File: src/rtl/frame_cfg_pkg.sv
// Shared definitions for the frame configuration loader.
// Holds the header sync byte, the header field positions, the
// configuration word width and the loader state encoding.
package frame_cfg_pkg;

    localparam int unsigned WORD_W = 32;

    localparam logic [7:0] FRAME_SYNC = 8'hFA;

    localparam int unsigned SYNC_MSB = 31;
    localparam int unsigned SYNC_LSB = 24;
    localparam int unsigned COL_MSB  = 23;
    localparam int unsigned COL_LSB  = 16;
    localparam int unsigned FRM_MSB  = 15;
    localparam int unsigned FRM_LSB  = 8;

    typedef enum logic [1:0] {
        IDLE,
        LOAD,
        STROBE
    } state_t;

endpackage

File: src/rtl/frame_cfg_header_decode.sv
// Combinational header decoder for the frame configuration loader.
// Ports:
//   in_data   - candidate header word
//   hdr_ok    - sync byte matches and column/frame indices are in range
//   col_idx   - raw column field
//   frame_idx - raw frame field
module frame_cfg_header_decode
    import frame_cfg_pkg::*;
#(
    parameter int unsigned NUM_COLS           = 8,
    parameter int unsigned MAX_FRAMES_PER_COL = 20
) (
    input  logic [WORD_W-1:0] in_data,
    output logic              hdr_ok,
    output logic [7:0]        col_idx,
    output logic [7:0]        frame_idx
);

    // Low byte of the header is reserved and intentionally ignored.
    logic unused_rsvd;
    assign unused_rsvd = ^in_data[7:0];

    always_comb begin
        col_idx   = in_data[COL_MSB:COL_LSB];
        frame_idx = in_data[FRM_MSB:FRM_LSB];
        hdr_ok    = (in_data[SYNC_MSB:SYNC_LSB] == FRAME_SYNC)
                 && (32'(col_idx)   < NUM_COLS)
                 && (32'(frame_idx) < MAX_FRAMES_PER_COL);
    end

endmodule

File: src/rtl/frame_config_loader.sv
// Frame-based configuration writer. Accepts a header word followed by
// one data word per fabric row, then commits the assembled column frame
// with a single-cycle FrameStrobe/ColSelect pulse.
// Ports:
//   CLK, resetn      - configuration clock, synchronous active-low reset
//   in_data/in_valid/in_ready - word stream handshake
//   err_clr          - clears the sticky header error
//   FrameData        - assembled frame, row r at bits [32r+31:32r]
//   FrameStrobe      - one-hot frame write pulse
//   ColSelect        - one-hot column select, valid with the strobe
//   busy             - loader is in LOAD or STROBE
//   err              - sticky header error
//   frames_done      - count of committed frames (wraps)
module frame_config_loader
    import frame_cfg_pkg::*;
#(
    parameter int unsigned NUM_ROWS           = 4,
    parameter int unsigned NUM_COLS           = 8,
    parameter int unsigned MAX_FRAMES_PER_COL = 20
) (
    input  logic                           CLK,
    input  logic                           resetn,
    input  logic [WORD_W-1:0]              in_data,
    input  logic                           in_valid,
    output logic                           in_ready,
    input  logic                           err_clr,
    output logic [NUM_ROWS*WORD_W-1:0]     FrameData,
    output logic [MAX_FRAMES_PER_COL-1:0]  FrameStrobe,
    output logic [NUM_COLS-1:0]            ColSelect,
    output logic                           busy,
    output logic                           err,
    output logic [15:0]                    frames_done
);

    localparam int unsigned ROW_W = (NUM_ROWS > 1) ? $clog2(NUM_ROWS) : 1;
    localparam int unsigned COL_W = (NUM_COLS > 1) ? $clog2(NUM_COLS) : 1;
    localparam int unsigned FRM_W = (MAX_FRAMES_PER_COL > 1) ? $clog2(MAX_FRAMES_PER_COL) : 1;

    state_t                           state;
    logic [ROW_W-1:0]                 row_cnt;
    logic [COL_W-1:0]                 col_q;
    logic [FRM_W-1:0]                 frm_q;
    logic [NUM_ROWS-1:0][WORD_W-1:0]  rows_q;

    logic       hdr_ok;
    logic [7:0] col_idx;
    logic [7:0] frame_idx;
    logic       accept;

    frame_cfg_header_decode #(
        .NUM_COLS           (NUM_COLS),
        .MAX_FRAMES_PER_COL (MAX_FRAMES_PER_COL)
    ) u_hdr (
        .in_data   (in_data),
        .hdr_ok    (hdr_ok),
        .col_idx   (col_idx),
        .frame_idx (frame_idx)
    );

    assign in_ready  = (state == IDLE) || (state == LOAD);
    assign busy      = (state != IDLE);
    assign accept    = in_valid && in_ready;
    assign FrameData = rows_q;

    // Unused high bits of the decoded indices: the header is range-checked
    // before latching, so only the low bits carry information.
    logic unused_idx;
    assign unused_idx = ^{col_idx, frame_idx};

    always_ff @(posedge CLK) begin
        if (!resetn) begin
            state       <= IDLE;
            row_cnt     <= '0;
            col_q       <= '0;
            frm_q       <= '0;
            rows_q      <= '0;
            FrameStrobe <= '0;
            ColSelect   <= '0;
            err         <= 1'b0;
            frames_done <= '0;
        end else begin
            FrameStrobe <= '0;
            ColSelect   <= '0;

            // A header error later in this block overrides the clear.
            if (err_clr) begin
                err <= 1'b0;
            end

            case (state)
                IDLE: begin
                    if (accept) begin
                        if (hdr_ok) begin
                            col_q   <= col_idx[COL_W-1:0];
                            frm_q   <= frame_idx[FRM_W-1:0];
                            row_cnt <= '0;
                            state   <= LOAD;
                        end else begin
                            err <= 1'b1;
                        end
                    end
                end
                LOAD: begin
                    if (accept) begin
                        rows_q[row_cnt] <= in_data;
                        if (row_cnt == ROW_W'(NUM_ROWS - 1)) begin
                            row_cnt            <= '0;
                            state              <= STROBE;
                            // Strobe flops are loaded here so the pulse
                            // occupies exactly the STROBE cycle.
                            FrameStrobe[frm_q] <= 1'b1;
                            ColSelect[col_q]   <= 1'b1;
                            frames_done        <= frames_done + 16'd1;
                        end else begin
                            row_cnt <= row_cnt + ROW_W'(1);
                        end
                    end
                end
                STROBE: begin
                    state <= IDLE;
                end
                default: begin
                    state <= IDLE;
                end
            endcase
        end
    end

endmodule

File: config.mk
export PLATFORM = sky130hd
export DESIGN_NAME = frame_config_loader
export DESIGN_NICKNAME = d
export VERILOG_FILES = /design/src/rtl/frame_cfg_pkg.sv /design/src/rtl/frame_cfg_header_decode.sv /design/src/rtl/frame_config_loader.sv
export SDC_FILE = /design/constraint.sdc
export NUM_CORES = 1
export LEC_CHECK = 0
export ABC_AREA = 1
export CAP_MARGIN = 20
export CORE_ASPECT_RATIO = 1.1
export CORE_MARGIN = 1.5
export CORE_UTILIZATION = 50
export CTS_CLUSTER_DIAMETER = 40
export DETAILED_ROUTE_END_ITERATION = 10
export GPL_ROUTABILITY_DRIVEN = 1
export PLACE_DENSITY = 0.87
export SETUP_SLACK_MARGIN = 0.2
export SYNTH_ARGS = -nofsm -noshare
export SYNTH_HDL_FRONTEND = slang
export SYNTH_HIERARCHICAL = 1
export SYNTH_SLANG_ARGS = --single-unit
File: constraint.sdc
create_clock -name CLK -period 3.4 [get_ports CLK]
set_input_delay 0.68 -clock CLK [delete_from_list [all_inputs] [get_ports CLK]]
set_output_delay 0.68 -clock CLK [all_outputs]
set_load 0.02 [all_outputs]
==> results <==
- The run finished with clean final reports.
- The die covers approximately 14000 µm².
- The root buffer cell chosen for the clock tree is sky130_fd_sc_hd__clkbuf_16.
- After clock tree synthesis, the setup repair step added 0 buffers.
- The critical path required time is 3.70 ns.
- The slew at the pin closest to its max-slew limit is 0.712 ns.
- The count of cells along the worst hold path is 1.
- The utilization after layout is 71.6%.
- The startpoint identified for the worst hold timing path is col_q[2].
- The die outline width is 115 µm.
- The maximum fanout encountered on the critical timing path is 17.
- The part of the total power dissipated in sequential elements is between 50% and 60%.
- Hold is met by 0.448 ns.
- After legalization and detailed placement, the total HPWL measured 13600 µm.
- The cell count after synthesis came out at 862.
- The kind of cell adding the most delay to the critical path is simple AND/OR/NAND/NOR gates.
- The global-route total usage across every layer is 28.4%.
- VDD sags by at most 291 µV.
- The count of pins on the block boundary is 211.
- Clock-pin slew was measured on the worst setup and hold paths at 0.07 ns.
- The final hold violation count is 0.
- After routing the design area is approximately 9500 µm².
- TritonCTS created 17 clock buffers.
- The clock group share of total power is between 40 and 50%.
- The via count of the first global-routing pass is 6220.
- The cell area after synthesis is 6840 µm².
- Static timing analysis puts the maximum clock frequency at 0.428 GHz.
- For this design, the CTS-stage hold fixing added 0 buffers.
- The H-tree was split into 4 levels.
- The max capacitance violation total is 0.
- The endpoint identified for the worst register-to-register timing path is FrameData[70].
- The kind of launch point of the worst setup path is an input port.
- The worst relative slew slack is 52.4%.
- The clock latency at the later pin of the worst-skew pair is 0.43 ns.
- The routed wire length is 20400 µm.
- The worst register-to-register path has a setup slack of 1.40 ns.
- The sum of buffers and inverters on the critical path is 3.
- The critical path goes through clkdlybuf4s50_1 > inv_1 > nor2_1 > nand4_1 > nor2_1 > inv_1 > nor3_2 > nand2_2 > o21ai_0 > a21oi_1.
- During synthesis, Yosys emitted a total of 6 warnings.
- The count of endpoints failing setup in the final report is 0.
- TritonCTS built the clock tree.
- The number of nets in the synthesized netlist is ~900.
- The post-route antenna net violation count is 0.
- The post-synthesis to final-layout area growth is 38.8%.
- The final total negative setup slack is 0 ns.
- The number of remaining DRC errors is 0.
- The combinational share of power is 2.9%.
- The worst min-delay path class is reg -> reg.
- In this run the critical register-to-register path is launched from row_cnt[0].
- On the critical path, the stage with the largest delay is an instance of sky130_fd_sc_hd__clkdlybuf4s50_1.
- The number of filler instances in the final layout is 1018.
- For hold timing, the worst endpoint is ColSelect[2].
- The multi-input combinational cells in the finished layout cover a total of 2640 µm².
- The worst clock skew is 0.00636 ns.
- The final net count is between 1k and 1.5k.
- Setup repair after global routing left no endpoint under its margin.
- The worst-case reg-to-reg path depth is 5.
- The placed instances occupy a cell area of 8910 µm².
- In the final layout, the share of cells above drive strength 1 is 5.61%.
- The height of the die is 126 µm.
- The worst path uses roughly 69% of the clock period.
- The total internal power is roughly 3400 µW.
- The number of antenna repair diodes is 0.
- At the worst endpoint, the arrival time is 2.64 ns.
- The mean area per synthesized cell is slightly below 8 µm².
- Entering global routing, the biggest net connects 56 pins.
- The number of pins exceeding their max-slew limit in the final report is 0.
- In the layout the commonest cells are sky130_fd_sc_hd__clkdlybuf4s50_1, sky130_fd_sc_hd__dfxtp_1, sky130_fd_sc_hd__nand2_1.
- The power per standard cell area is 447 nW/µm².
- For this block, the via count after detailed routing is approximately 6.6k.
- The average wire length per cell after detail routing is 16.5 µm.
- The library cell used most frequently in the layout, excluding fill and tap cells, is sky130_fd_sc_hd__clkdlybuf4s50_1.
- The first global-routing pass estimated 31900 µm of wire.
- The placeable core area is 13300 µm².
- The starting DRC count in detailed routing is about 710.
- Before antenna repair, the detailed router went through 6 iterations.
- The maximum single-stage delay on the critical path is between 0.6 and 0.7 ns.
- During placement, the flow inserted port buffers numbering 210.
- The clock tree buffer depth is 2.
- At the end of routability-driven placement, the weighted congestion stood at 0.889.
- The reported net switching power is 893 µW.
- The shortest clock period the worst path allows after layout is 2.34 ns.
- Dividing the detail-routed via count by the number of cells gives 5.38.
- The row count is between 40 and 50.
- The clock net sink count is 185.
- After global routing the overflow that remains totals 0.
- The initial antenna violation count is 0.
- The worst setup path is captured at a flop.
- The sequential standard cell area is 3700 µm².
- In this run switching power makes up 21.0% of total power.
- The type of the worst setup path is in -> reg.
- The number of gates resized after CTS is 0.
- The static leakage is between 0.003 and 0.004 µW.
- The starting utilization of the core area is roughly 52%.
## final cells by class
type	count	share of cell area, %
well taps	184	2.42
clock inverters	11	1.28
multi-input cells	572	27.7
inverters	40	1.59
repair buffers	222	23.0
clock buffers	21	4.95
flip-flops and latches	185	39.0
## through the flow
stage	std cells	power, µW	setup WS, ns
floorplan	862	2260	1.64
global placement	1203	2340	0.768
detailed placement	1203	2340	0.708
CTS	1235	4260	1.11
global route	1235	4370	0.952
finish	1235	4250	1.06
## power by group through the flow
stage / Sequential (µW) / Clock, µW / Combinational (µW)
CTS: 2170 / 1970 / 122
finish: 2170 / 1950 / 124
global placement: 2220 / 0 / 121
floorplan: 2220 / 0 / 41.2
global route: 2170 / 2080 / 130
detailed placement: 2220 / 0 / 121
## how the worst max path moves through the flow
stage,start,endpoint,slack (ns),cells past startpoint
global route,in_data[25],frm_q[0],0.95,10
global placement,in_data[27],frm_q[1],0.77,10
finish,in_data[25],frm_q[0],1.06,10
floorplan,in_data[26],col_q[2],1.64,11
CTS,state[0],busy,1.11,3
detailed placement,in_data[25],frm_q[0],0.71,10
## routing by layer
metal / vias up / share of wire [%] / global-route usage [%]
met3: 51 / 8.5 / 8.66
met1: 3117 / 40 / 34.0
met2: 298 / 49 / 47.4
met4: 0 / 3.1 / 11.6
met5: - / 0 / 0
li1: 3179 / - / -
## sequential cells by signal, summed over array words and instances, names as in the netlist, 2 cells and up
signal       count
FrameData      128
ColSelect        8
state            2
frm_q            5
frames_done     16
col_q            3
FrameStrobe     20
row_cnt          2
No activity file was read; power rests on OpenSTA's default activity.
==> variant 1: new RTL, same flow settings <==
Put one more register stage on the output `err`, cleared by the reset. The value now appears one clock later. The other outputs are not delayed to match.
--- a/src/rtl/frame_config_loader.sv
+++ b/src/rtl/frame_config_loader.sv
@@ -35,6 +35,8 @@
     localparam int unsigned ROW_W = (NUM_ROWS > 1) ? $clog2(NUM_ROWS) : 1;
     localparam int unsigned COL_W = (NUM_COLS > 1) ? $clog2(NUM_COLS) : 1;
     localparam int unsigned FRM_W = (MAX_FRAMES_PER_COL > 1) ? $clog2(MAX_FRAMES_PER_COL) : 1;
+
+    logic err_s0;
 
     state_t                           state;
     logic [ROW_W-1:0]                 row_cnt;
@@ -76,7 +78,7 @@
             rows_q      <= '0;
             FrameStrobe <= '0;
             ColSelect   <= '0;
-            err         <= 1'b0;
+            err_s0      <= 1'b0;
             frames_done <= '0;
         end else begin
             FrameStrobe <= '0;
@@ -84,7 +86,7 @@
 
             // A header error later in this block overrides the clear.
             if (err_clr) begin
-                err <= 1'b0;
+                err_s0 <= 1'b0;
             end
 
             case (state)
@@ -96,7 +98,7 @@
                             row_cnt <= '0;
                             state   <= LOAD;
                         end else begin
-                            err <= 1'b1;
+                            err_s0 <= 1'b1;
                         end
                     end
                 end
@@ -126,5 +128,13 @@
         end
     end
 
+    always_ff @(posedge CLK) begin
+        if (!resetn) begin
+            err <= '0;
+        end else begin
+            err <= err_s0;
+        end
+    end
+
 endmodule
 
Function: changed (Yosys sat finds a counterexample within 4 cycles, from zero or initial values and one cycle with resetn low).
==> variant 1 against the unedited design <==
  * Final area up 0.49%
  * Critical path type unchanged
  * Setup slack worse by 0.11 ns
  * Routed wire length down 2.6%
  * Sequential cell count up 1
  * Count of clock-buffer cells in the layout up 3
  * Synthesized area up 0.22%
  * Critical endpoint is now frm_q[4]
  * Total power down 1.6%
==> variant 1: results (changes against the unedited design) <==
[global_routing]
grt_pass1_vias = 5926  ; was 6,220
grt_pass1_wl_um = 31200  ; was 31,900 um
grt_max_degree = 67  ; was 56
antenna_found_initial = 0  ; unchanged
grt_usage_pct = 27.8  ; was 28.4%

[place]
portBuffers = 210  ; unchanged
placed_cells = 1210  ; was 1,203
dp_hpwl_um = 13600  ; about the same
gp_congestion = 0.951  ; was 0.889

[yosys]
synthesis.instances = 866  ; was 862
syn_nets = 907  ; was 903
yosysWarnings = 6  ; unchanged

[route]
wirelength_um = 19900  ; was 20,400 um
dr.first_iter.drc_count = 594  ; was 708
routed_via_density = 5.26  ; was 5.38
firstDrtPassIters = 6  ; unchanged

[clocking]
cts_root_buffer = clkbuf_16  ; unchanged
cts_setup_buffers = 0  ; unchanged
htreeDepth = 4  ; unchanged
cts_resized = 0  ; unchanged
cts_buffers = 17  ; unchanged
clockBufferDepth = 2  ; unchanged
clk_latency_ns = 0.43  ; about the same
clkTransAtPathRegs_ns = 0.06

[final_layout]
drive_gt1_share_pct = 4.83  ; was 5.61%
finalNonFillerCells = 1240  ; was 1,235
largest_reg_flops = 128  ; unchanged
n_antenna_cell = 0  ; unchanged
fin_nets = 1086  ; was 1,079
num-fill-cells = 1058  ; was 1,018

[setup_path]
cpMaxStageDelayCell = clkdlybuf4s50_1  ; unchanged
worst-path-max-fanout = 17  ; unchanged
slowest_delay_ns = 0.59  ; was 0.62 ns
crit_family = simple AND/OR/NAND/NOR gates  ; unchanged
worstPathArrival_ns = 2.74  ; was 2.64 ns

[power_and_ir_drop]
vdd_drop_max_uv = 348  ; was 291 uV
total_leakage_power_nw = 3.22  ; was 3.37 nW

[timing]
skew_ns = 0.00838  ; was 0.00636 ns
worst_pin_slew_ns = 0.549  ; was 0.712 ns

[run_status]
status = complete, no violations  ; unchanged

[hold_path]
hold_path_class = reg -> reg  ; unchanged

[variant 1: layer usage]
metal	vias up	GRT usage, %	share of wire (%)
met5	-	0	0
met4	0	13.9	3.6
met3	52	6.79	7.0
met2	273	43.9	47
met1	3004	35.3	42
li1	3192	-	-
[variant 1: worst paths after layout]
check	startpoint	slack (ns)	cells past startpoint	end
max	in_data[11]	0.95	7	frm_q[4]
min	err_s0	0.46	2	err
max reg2reg	row_cnt[0]	1.41	7	FrameData[82]
min reg2reg	err_s0	0.46	2	err
[variant 1: metrics by stage]
step                utilization (%)  setup slack, ns  instance area [um^2]
global placement               67.5            0.669                  8990
global route                   71.7            0.843                  9550
floorplan                         -             1.70                  6860
detailed placement             67.5            0.543                  8990
finish                         71.7            0.952                  9550
CTS                            71.7             1.00                  9550
[variant 1: worst register-to-register path: cells and delay by family, from the launching register on]
family,cells,cell delay (ns)
compound gates,1,0.06
fa+ha+maj,1,0.17
flops,1,0.33
simple gates,2,0.50
buf+inv,3,0.82
[variant 1: cell type report]
class / count / share of cell area (%)
Timing Repair Buffer: 225 / 23.5
Clock inverter: 6 / 0.682
Inverter: 42 / 1.68
Sequential cell: 186 / 39.0
Tap cell: 184 / 2.41
Multi-Input combinational cell: 573 / 27.6
Clock buffer: 24 / 5.15
[variant 1: report_power, final]
part	total, mW	switching (mW)	internal (mW)
clock	1.87	0.791	1.08
combinational	0.127	0.0778	0.0491
sequential	2.18	0.000473	2.18
total	4.18	0.870	3.31
==> variant 2: new RTL, same flow settings <==
Without the edit above. `NUM_ROWS`: 4 -> 2.
--- a/src/rtl/frame_config_loader.sv
+++ b/src/rtl/frame_config_loader.sv
@@ -14,7 +14,7 @@
 module frame_config_loader
     import frame_cfg_pkg::*;
 #(
-    parameter int unsigned NUM_ROWS           = 4,
+    parameter int unsigned NUM_ROWS           = 2,
     parameter int unsigned NUM_COLS           = 8,
     parameter int unsigned MAX_FRAMES_PER_COL = 20
 ) (
Ports: changed (resized FrameData); port bits go from 211 to 147. The function was not compared with the original's and may differ.
==> variant 2 against the unedited design <==
  * Cell count down 34%
  * Sequential cell count decreased by 65
  * Routed wire length shrank 42%
  * Final area decreased by 32%
  * Total power down 18%
  * Count of clock-buffer cells in the layout decreased by 2
  * Highest routed layer unchanged
  * Synthesized area shrank 37%
  * Global-route usage fell by 1.8 points
  * Setup slack worse by 0.052 ns
==> variant 2: results (changes against the unedited design) <==
[run_status]
status = complete, no violations  ; unchanged

[setup_path]
path_class = reg -> out  ; was in -> reg
crit_family = buffers and inverters  ; was simple AND/OR/NAND/NOR gates
worst-path-max-fanout = 4  ; was 17
worstPathArrival_ns = 1.71  ; was 2.64 ns
slowest_delay_ns = 0.55  ; was 0.62 ns

[global_routing]
grt_pass1_vias = 4006  ; was 6,220
antenna_found_initial = 0  ; unchanged
grt_pass1_wl_um = 19100  ; was 31,900 um
grt_max_degree = 86  ; was 56

[power_and_ir_drop]
vdd_drop_max_uv = 495  ; was 291 uV
total_leakage_power_nw = 2.51  ; was 3.37 nW
p_int_mw = 2.77  ; was 3.35 mW
power_mw = 3.47  ; was 4.25 mW

[place]
gp_congestion = 0.832  ; was 0.889
placed_cells = 783  ; was 1,203
portBuffers = 146  ; was 210

[route]
wirelength_um = 11900  ; was 20,400 um
firstDrtPassIters = 5  ; was 6
dr.first_iter.drc_count = 227  ; was 708
dr_total_vias = 4124  ; was 6,645

[final_layout]
fin_nets = 728  ; was 1,079
num-fill-cells = 595  ; was 1,018
finalNonFillerCells = 815  ; was 1,235
largest_reg_flops = 64  ; was 128
post-route-util_pct = 76.9  ; was 71.6%

[clocking]
cts_root_buffer = clkbuf_8  ; was clkbuf_16
clk_latency_ns = 0.52  ; was 0.43 ns
clockBufferDepth = 2  ; unchanged
clkTransAtPathRegs_ns = 0.06

[timing]
worst_pin_slew_ns = 0.742  ; was 0.712 ns
skew_ns = 0.00725  ; was 0.00636 ns

[yosys]
syn_nets = 590  ; was 903
syn_avg_cell_area_um2 = 7.79  ; was 7.94 um^2

variant 2: area by class of cell:
type	count	area share, %
flip-flops and latches	120	37.4
multi-input cells	362	24.8
repair buffers	150	23.1
clock buffers	19	6.87
clock inverters	13	3.35
inverters	40	2.34
well taps	111	2.16
variant 2: power groups by stage:
| stage | Sequential (mW) | Clock, mW | Combinational, mW |
|---|---|---|---|
| finish | 1.41 | 1.97 | 0.0936 |
| global route | 1.41 | 2.06 | 0.102 |
| CTS | 1.41 | 1.98 | 0.0922 |
| detailed placement | 1.44 | 0 | 0.0910 |
| global placement | 1.44 | 0 | 0.0893 |
| floorplan | 1.44 | 0 | 0.0360 |
variant 2: worst paths after layout:
check	from	to	slack [ns]	cells past startpoint
max reg2reg	state[1]	FrameData[3]	1.69	8
min	col_q[1]	ColSelect[4]	0.45	1
min reg2reg	col_q[1]	ColSelect[4]	0.45	1
max	state[0]	busy	1.01	3
variant 2: metal layers:
layer  share of wire (%)  track usage, %  vias up
met5                   0               0        -
met4                 2.3            10.8        0
met3                 8.2            10.0       21
met2                  51            47.4      169
met1                  39            28.5     1889
li1                    -               -     2045
